`config.mk`:
```
export PLATFORM = sky130hd
export DESIGN_NAME = jtframe_credits_ctrl
export DESIGN_NICKNAME = d
export VERILOG_FILES = /design/src/rtl/jtframe_credits_pkg.sv /design/src/rtl/jtframe_credits_fill.sv /design/src/rtl/jtframe_credits_ctrl.sv
export SDC_FILE = /design/constraint.sdc
export NUM_CORES = 1
export LEC_CHECK = 0
export CAP_MARGIN = 5
export CORE_MARGIN = 5
export CORE_UTILIZATION = 40
export DETAILED_ROUTE_END_ITERATION = 7
export PLACE_DENSITY = 0.85
export SYNTH_ARGS = -nofsm -noshare
export SYNTH_HDL_FRONTEND = slang
export SYNTH_SLANG_ARGS = --single-unit
```
`constraint.sdc`:
```
create_clock -name clk -period 3.8 [get_ports clk]
set_input_delay 0.57 -clock clk [delete_from_list [all_inputs] [get_ports clk]]
set_output_delay 0.57 -clock clk [all_outputs]
set_load 0.05 [all_outputs]
```
`src/rtl/jtframe_credits_pkg.sv`:
```
// Shared types and constants for the credits overlay VRAM controller.
// Used by jtframe_credits_ctrl and jtframe_credits_fill.
package jtframe_credits_pkg;

    localparam int CREDITS_VRAM_AW = 10;
    localparam int CREDITS_VRAM_DW = 9;

    localparam logic [CREDITS_VRAM_AW-1:0] CREDITS_LAST_ADDR = 10'h3FF;

    typedef enum logic [2:0] {
        ST_IDLE,
        ST_HWR,
        ST_HRD,
        ST_HRD_WAIT,
        ST_FILL
    } credits_state_e;

endpackage

```
`src/rtl/jtframe_credits_fill.sv`:
```
// Page-fill engine: start edge detector, fill-word latch, address counter and busy/done flags.
// The controller advances it with step, once per word actually written.
module jtframe_credits_fill
    import jtframe_credits_pkg::*;
#(
    parameter int DW = CREDITS_VRAM_DW
)(
    input  logic                       clk,
    input  logic                       rst,
    input  logic                       start,
    input  logic [DW-1:0]              char_in,
    input  logic                       step,
    output logic                       busy,
    output logic                       done,
    output logic [CREDITS_VRAM_AW-1:0] cnt,
    output logic [DW-1:0]              word
);

    logic start_q;

    always_ff @(posedge clk or posedge rst) begin
        if (rst) begin
            start_q <= 1'b0;
            busy    <= 1'b0;
            done    <= 1'b0;
            cnt     <= '0;
            word    <= '0;
        end else begin
            start_q <= start;
            done    <= 1'b0;
            if (!busy) begin
                // A start edge during a fill is dropped and the word is not re-latched
                if (start && !start_q) begin
                    busy <= 1'b1;
                    word <= char_in;
                    cnt  <= '0;
                end
            end else if (step) begin
                cnt <= cnt + 1'b1;
                if (cnt == CREDITS_LAST_ADDR) begin
                    busy <= 1'b0;
                    done <= 1'b1;
                end
            end
        end
    end

endmodule

```
`src/rtl/jtframe_credits_ctrl.sv`:
```
// Credits overlay VRAM access controller: shares the VRAM port between host accesses and the page fill.
// The fill engine and the enable gating are present only when JTFRAME_CREDITS_FILL_EN is defined.
module jtframe_credits_ctrl
    import jtframe_credits_pkg::*;
#(
    parameter int AW = CREDITS_VRAM_AW,
    parameter int DW = CREDITS_VRAM_DW
)(
    input  logic          clk,
    input  logic          rst,
    input  logic          host_req,
    input  logic          host_we,
    input  logic [AW-1:0] host_addr,
    input  logic [DW-1:0] host_din,
    output logic          host_ack,
    output logic [DW-1:0] host_dout,
    input  logic          fill_start,
    input  logic [DW-1:0] fill_char,
    output logic          fill_busy,
    output logic          fill_done,
    input  logic          show,
    output logic          credits_en,
    output logic [AW-1:0] vram_addr,
    output logic [DW-1:0] vram_din,
    output logic          vram_we,
    input  logic [DW-1:0] vram_dout
);

    credits_state_e state, next_state;

    logic          vram_we_nxt;
    logic [AW-1:0] vram_addr_nxt;
    logic [DW-1:0] vram_din_nxt;
    logic          host_ack_nxt;
    logic [DW-1:0] host_dout_nxt;

`ifdef JTFRAME_CREDITS_FILL_EN
    logic                       last_host;
    logic [CREDITS_VRAM_AW-1:0] fill_cnt;
    logic [DW-1:0]              fill_word;

    jtframe_credits_fill #(.DW(DW)) u_fill (
        .clk     (clk),
        .rst     (rst),
        .start   (fill_start),
        .char_in (fill_char),
        .step    (state == ST_FILL),
        .busy    (fill_busy),
        .done    (fill_done),
        .cnt     (fill_cnt),
        .word    (fill_word)
    );
`else
    logic unused_fill;
    assign unused_fill = ^{fill_start, fill_char};
    assign fill_busy   = 1'b0;
    assign fill_done   = 1'b0;
`endif

    always_ff @(posedge clk or posedge rst) begin
        if (rst) begin
            state <= ST_IDLE;
`ifdef JTFRAME_CREDITS_FILL_EN
            last_host <= 1'b0;
`endif
        end else begin
            state <= next_state;
`ifdef JTFRAME_CREDITS_FILL_EN
            if (state == ST_IDLE) begin
                if (next_state == ST_HWR || next_state == ST_HRD)
                    last_host <= 1'b1;
                else if (next_state == ST_FILL)
                    last_host <= 1'b0;
            end
`endif
        end
    end

    // host_ack is still high in the IDLE cycle after a read; that cycle must not re-grant the same request
    always_comb begin
        next_state = state;
        case (state)
            ST_IDLE: begin
`ifdef JTFRAME_CREDITS_FILL_EN
                if (host_req && !host_ack && !(last_host && fill_busy))
                    next_state = host_we ? ST_HWR : ST_HRD;
                else if (fill_busy)
                    next_state = ST_FILL;
`else
                if (host_req && !host_ack)
                    next_state = host_we ? ST_HWR : ST_HRD;
`endif
            end
            ST_HWR:      next_state = ST_IDLE;
            ST_HRD:      next_state = ST_HRD_WAIT;
            ST_HRD_WAIT: next_state = ST_IDLE;
            default:     next_state = ST_IDLE;
        endcase
    end

    // Port values are decoded from next_state so they appear in the cycle the state is entered
    always_comb begin
        vram_we_nxt   = 1'b0;
        vram_addr_nxt = vram_addr;
        vram_din_nxt  = vram_din;
        host_ack_nxt  = 1'b0;
        host_dout_nxt = host_dout;
        case (next_state)
            ST_HWR: begin
                vram_we_nxt   = 1'b1;
                vram_addr_nxt = host_addr;
                vram_din_nxt  = host_din;
                host_ack_nxt  = 1'b1;
            end
            ST_HRD: begin
                vram_addr_nxt = host_addr;
            end
`ifdef JTFRAME_CREDITS_FILL_EN
            ST_FILL: begin
                vram_we_nxt   = 1'b1;
                vram_addr_nxt = AW'(fill_cnt);
                vram_din_nxt  = fill_word;
            end
`endif
            default: ;
        endcase
        if (state == ST_HRD_WAIT) begin
            host_ack_nxt  = 1'b1;
            host_dout_nxt = vram_dout;
        end
    end

    always_ff @(posedge clk or posedge rst) begin
        if (rst) begin
            vram_we    <= 1'b0;
            vram_addr  <= '0;
            vram_din   <= '0;
            host_ack   <= 1'b0;
            host_dout  <= '0;
            credits_en <= 1'b0;
        end else begin
            vram_we    <= vram_we_nxt;
            vram_addr  <= vram_addr_nxt;
            vram_din   <= vram_din_nxt;
            host_ack   <= host_ack_nxt;
            host_dout  <= host_dout_nxt;
`ifdef JTFRAME_CREDITS_FILL_EN
            credits_en <= show && !fill_busy;
`else
            credits_en <= show;
`endif
        end
    end

endmodule

```
# Yosys cells after proc, flatten, opt, wreduce, memory -nomap -nowiden
# Index checks and enable logic that the tools add are counted.
[word_totals]
ff_bits = 34
output_inout_bits = 33
[op_classes]
eq_ne = 4
muxes = 5
reduce_logical = 4
[op_table]
columns = ["cell", "n"]
rows = [
  ["$eq A3 B2 Y1 const B", 3],
  ["$pmux W3 S2", 1],
  ["$eq A3 B1 Y1 const B", 1],
  ["$logic_not A3 Y1", 1],
  ["$mux W3", 1],
  ["$mux W1", 2],
  ["$mux W2", 1],
  ["$reduce_or A2 Y1", 1],
  ["$logic_and A1 B1 Y1", 1],
  ["$logic_not A1 Y1", 1],
]

# Longest topological paths before layout
[logic_depth]
word_depth = 7
depth_mapped = 4

# Worst setup path before layout
# Ideal clock, no wire load.
[synth_timing]
kind = "reg-to-reg"
from = "reg host_ack"
to = "reg vram_din[0]"
setup_time_ps = 125
arrival_time_ps = 1423
required_time_ps = 3675
setup_slack_ps = 2252
stages_incl_launch_ff = 5
cell_sequence = "dfrtp_1 -> and2b_1 -> nand3_2 -> buf_6 -> mux2_4"
[synth_via]
elab_chain_cells = 5
[synth_rtl]
columns = ["element", "line", "rtl"]
rows = [
  ["start, declared", "jtframe_credits_ctrl.sv:15", "output logic host_ack,"],
  ["start signal, assigned", "jtframe_credits_ctrl.sv:145", "host_ack <= host_ack_nxt;"],
  ["$logic_not A1 Y1", "jtframe_credits_ctrl.sv:90", "if (host_req && !host_ack)"],
  ["$logic_and A1 B1 Y1", "jtframe_credits_ctrl.sv:90", ""],
  ["$mux W3", "jtframe_credits_ctrl.sv:90", ""],
  ["$pmux W3 S2", "jtframe_credits_ctrl.sv:82", "case (state)"],
  ["$eq A3 B1 Y1", "jtframe_credits_ctrl.sv:108", "case (next_state)"],
  ["end signal, assigned", "jtframe_credits_ctrl.sv:144", "vram_din <= vram_din_nxt;"],
  ["end, declared", "jtframe_credits_ctrl.sv:24", "output logic [DW-1:0] vram_din,"],
]
# No other way between the ends.
# A chain may end at the register's enable or synchronous reset.

# Worst setup path after layout
[layout_timing]
from = "reg vram_din[0]"
to = "out vram_din[0]"
# No word-level cell between the ends.

==> metrics.txt <==
Post-synth top cells dfrtp_1, mux2_2, mux2_4; Post-synth EDFFs 0; Main synth FF type dfrtp_1; Slew Limit Fails 0; count leader, synth dfrtp_1; port buffer count 63; Synth async-reset ratio 1.000; sequential-to-total area share from yosys stat 0.6476; largest delay contributor family on the critical path buffers and inverters; status finished clean; area grow syn2layout 59.43%; Final Power 1.447 mW; CTS resizes 0; aggregate global-route resource usage 0.1468; Routed wire per std cell 15.12 µm; P_leak 0.9300 nW; fillcell total 245; largest stage delay on the critical path 0.83 ns; unrepaired setup endpoints after global routing false; WP depth 1; die area 4531 µm²; WP data arrival 1.54 ns; cells after synthesis 80; CTS tree built; worst path required time 3.23 ns; vias in the first global route 1001; Worst Tran Pin Value 0.5196 ns; synth top area cells dfrtp_1, mux2_2, mux2_4; R2R Path End vram_din[7]; Worst VDD drop 0.0003223 V; syn_area_per_cell 16.42 µm²; buffers plus inverters on the worst setup path 1; reg2reg start state[1]; relative slew slack 0.6525; largest net degree at the start of global routing 35; flops & latches, synth 34; critical path startpoint category flop; row count 20; post-synth top area share 0.6476; crit path kind flop to output pin; CP endpoint vram_din[0]; Min Hold Slack 0.5141 ns; FF-to-FF setup slack 2.26 ns; initial DRC count 21; final net count 192; cell-by-cell trace of the critical path clkdlybuf4s50_1; Crit. Startpoint vram_din[0]; Die Height 67.31 µm; clock-pin slew on the worst setup and hold paths 0.11 ns; vias 886; Antenna diodes 0; Ports 76; Hold/Removal Path Class flop to flop; Worst-Skew Late Latency 0.33 ns; hold_buf cts 0; H-tree depth 2; Cell variety after synth 16; pwr dens 691.0 nW/µm²; post-CTS setup buffers 0; area leader, netlist dfrtp_1; warnings from Yosys 0; setup tns final 0 ns; Max Cap Viol 0; first-pass GRT wire length 4698 µm; Mapped Area 1314 µm²; RD Place Congestion 0.6309; GRT overflow 0; total CTS buffers 5; min Tclk post-route 2.106 ns; final hold vios 0; reg2reg path depth 3; Sink Count 34; layout cells sized above 1 0.2667; fin crit share 0.5541; clk buf depth 2; Root Driver clkbuf_4; fmax 0.4749 GHz; First-pass DRT Iterations 2; clock skew 0.01288 ns; critical path's slowest cell clkdlybuf4s50_1; Worst setup EP type output pin; initial antenna violation count 0; drt total wl 2934 µm; Die Wd 67.31 µm; core area 3103 µm²; DRC viols 0; drt via density 4.567; Worst Path Max Fanout 2; initial core utilization 0.4234; ANT nets after route 0; Final setup viols 0; dpl hpwl 2305 µm
==> cell type report <==
cell class / count / area, µm² / area share
Sequential cell: 34 / 850.8 / 0.4062
Timing Repair Buffer: 64 / 638.1 / 0.3047
Multi-Input combinational cell: 41 / 427.9 / 0.2043
Clock inverter: 2 / 60.06 / 0.02867
Tap cell: 44 / 55.05 / 0.02628
Clock buffer: 6 / 51.30 / 0.02449
Inverter: 3 / 11.26 / 0.005376
==> worst min-delay path by stage <==
stage                  from           end  slack, ns  cells after the start
3_3_place_gp   vram_addr[7]  vram_addr[7]       0.49                      1
2_1_floorplan      state[2]      state[1]       0.49                      1
6_report       vram_addr[1]  vram_addr[1]       0.51                      1
5_1_grt        vram_addr[9]  vram_addr[9]       0.54                      1
3_5_place_dp   vram_addr[7]  vram_addr[7]       0.49                      1
4_1_cts        vram_addr[7]  vram_addr[7]       0.52                      1
==> cells in the final DEF, fill, tap and decap left out <==
cell	instances
clkdlybuf4s50_1	63
dfrtp_1	34
mux2_2	20
mux2_4	8
clkbuf_4	5
inv_1	3
conb_1	3
a21oi_1	2
nor3_1	2
bufinv_16	2
and2b_1	1
nor3_4	1
nand3_2	1
nand2_2	1
nand3b_1	1
nand2_1	1
clkbuf_8	1
buf_4	1
==> flip-flops by register name, summed over array words and instances (netlist names) <==
| register | count |
|---|---|
| host_dout | 9 |
| state | 3 |
| credits_en | 1 |
| vram_din | 9 |
| vram_addr | 10 |
| vram_we | 1 |
| host_ack | 1 |
==> where the power goes <==
| part | internal, mW | switching, mW |
|---|---|---|
| sequential | 0.444 | 0.0455 |
| combinational | 0.239 | 0.374 |
| clock | 0.223 | 0.122 |
==> layer usage <==
layer	vias up	share of wire	track usage
met1	435	0.36	0.1464
met4	0	0.026	0.09114
met3	7	0.075	0.03827
li1	403	-	-
met2	41	0.54	0.2687
met5	-	0	0
==> cell families (layout without fill, tap and decap cells) <==
| group | count (synthesis) | after routing | share of synthesized area |
|---|---|---|---|
| other cells | 1 | 3 | 0.002854 |
| compound gates | 2 | 2 | 0.007619 |
| simple gates | 8 | 8 | 0.04668 |
| buf+inv | 7 | 75 | 0.03237 |
| mux | 28 | 28 | 0.2629 |
| flops | 34 | 34 | 0.6476 |
==> metrics by stage <==
step	worst slack (ns)	instance area, µm²	std cells	utilization
final	1.694	2095	194	0.6750
after global routing	1.629	2095	194	0.6750
after CTS	1.675	2095	194	0.6750
after detailed placement	1.689	1983	186	0.6391
after global placement	1.741	1983	186	0.6391
after floorplan	2.252	1321	82	-
No activity file was read; power rests on OpenSTA's default activity.
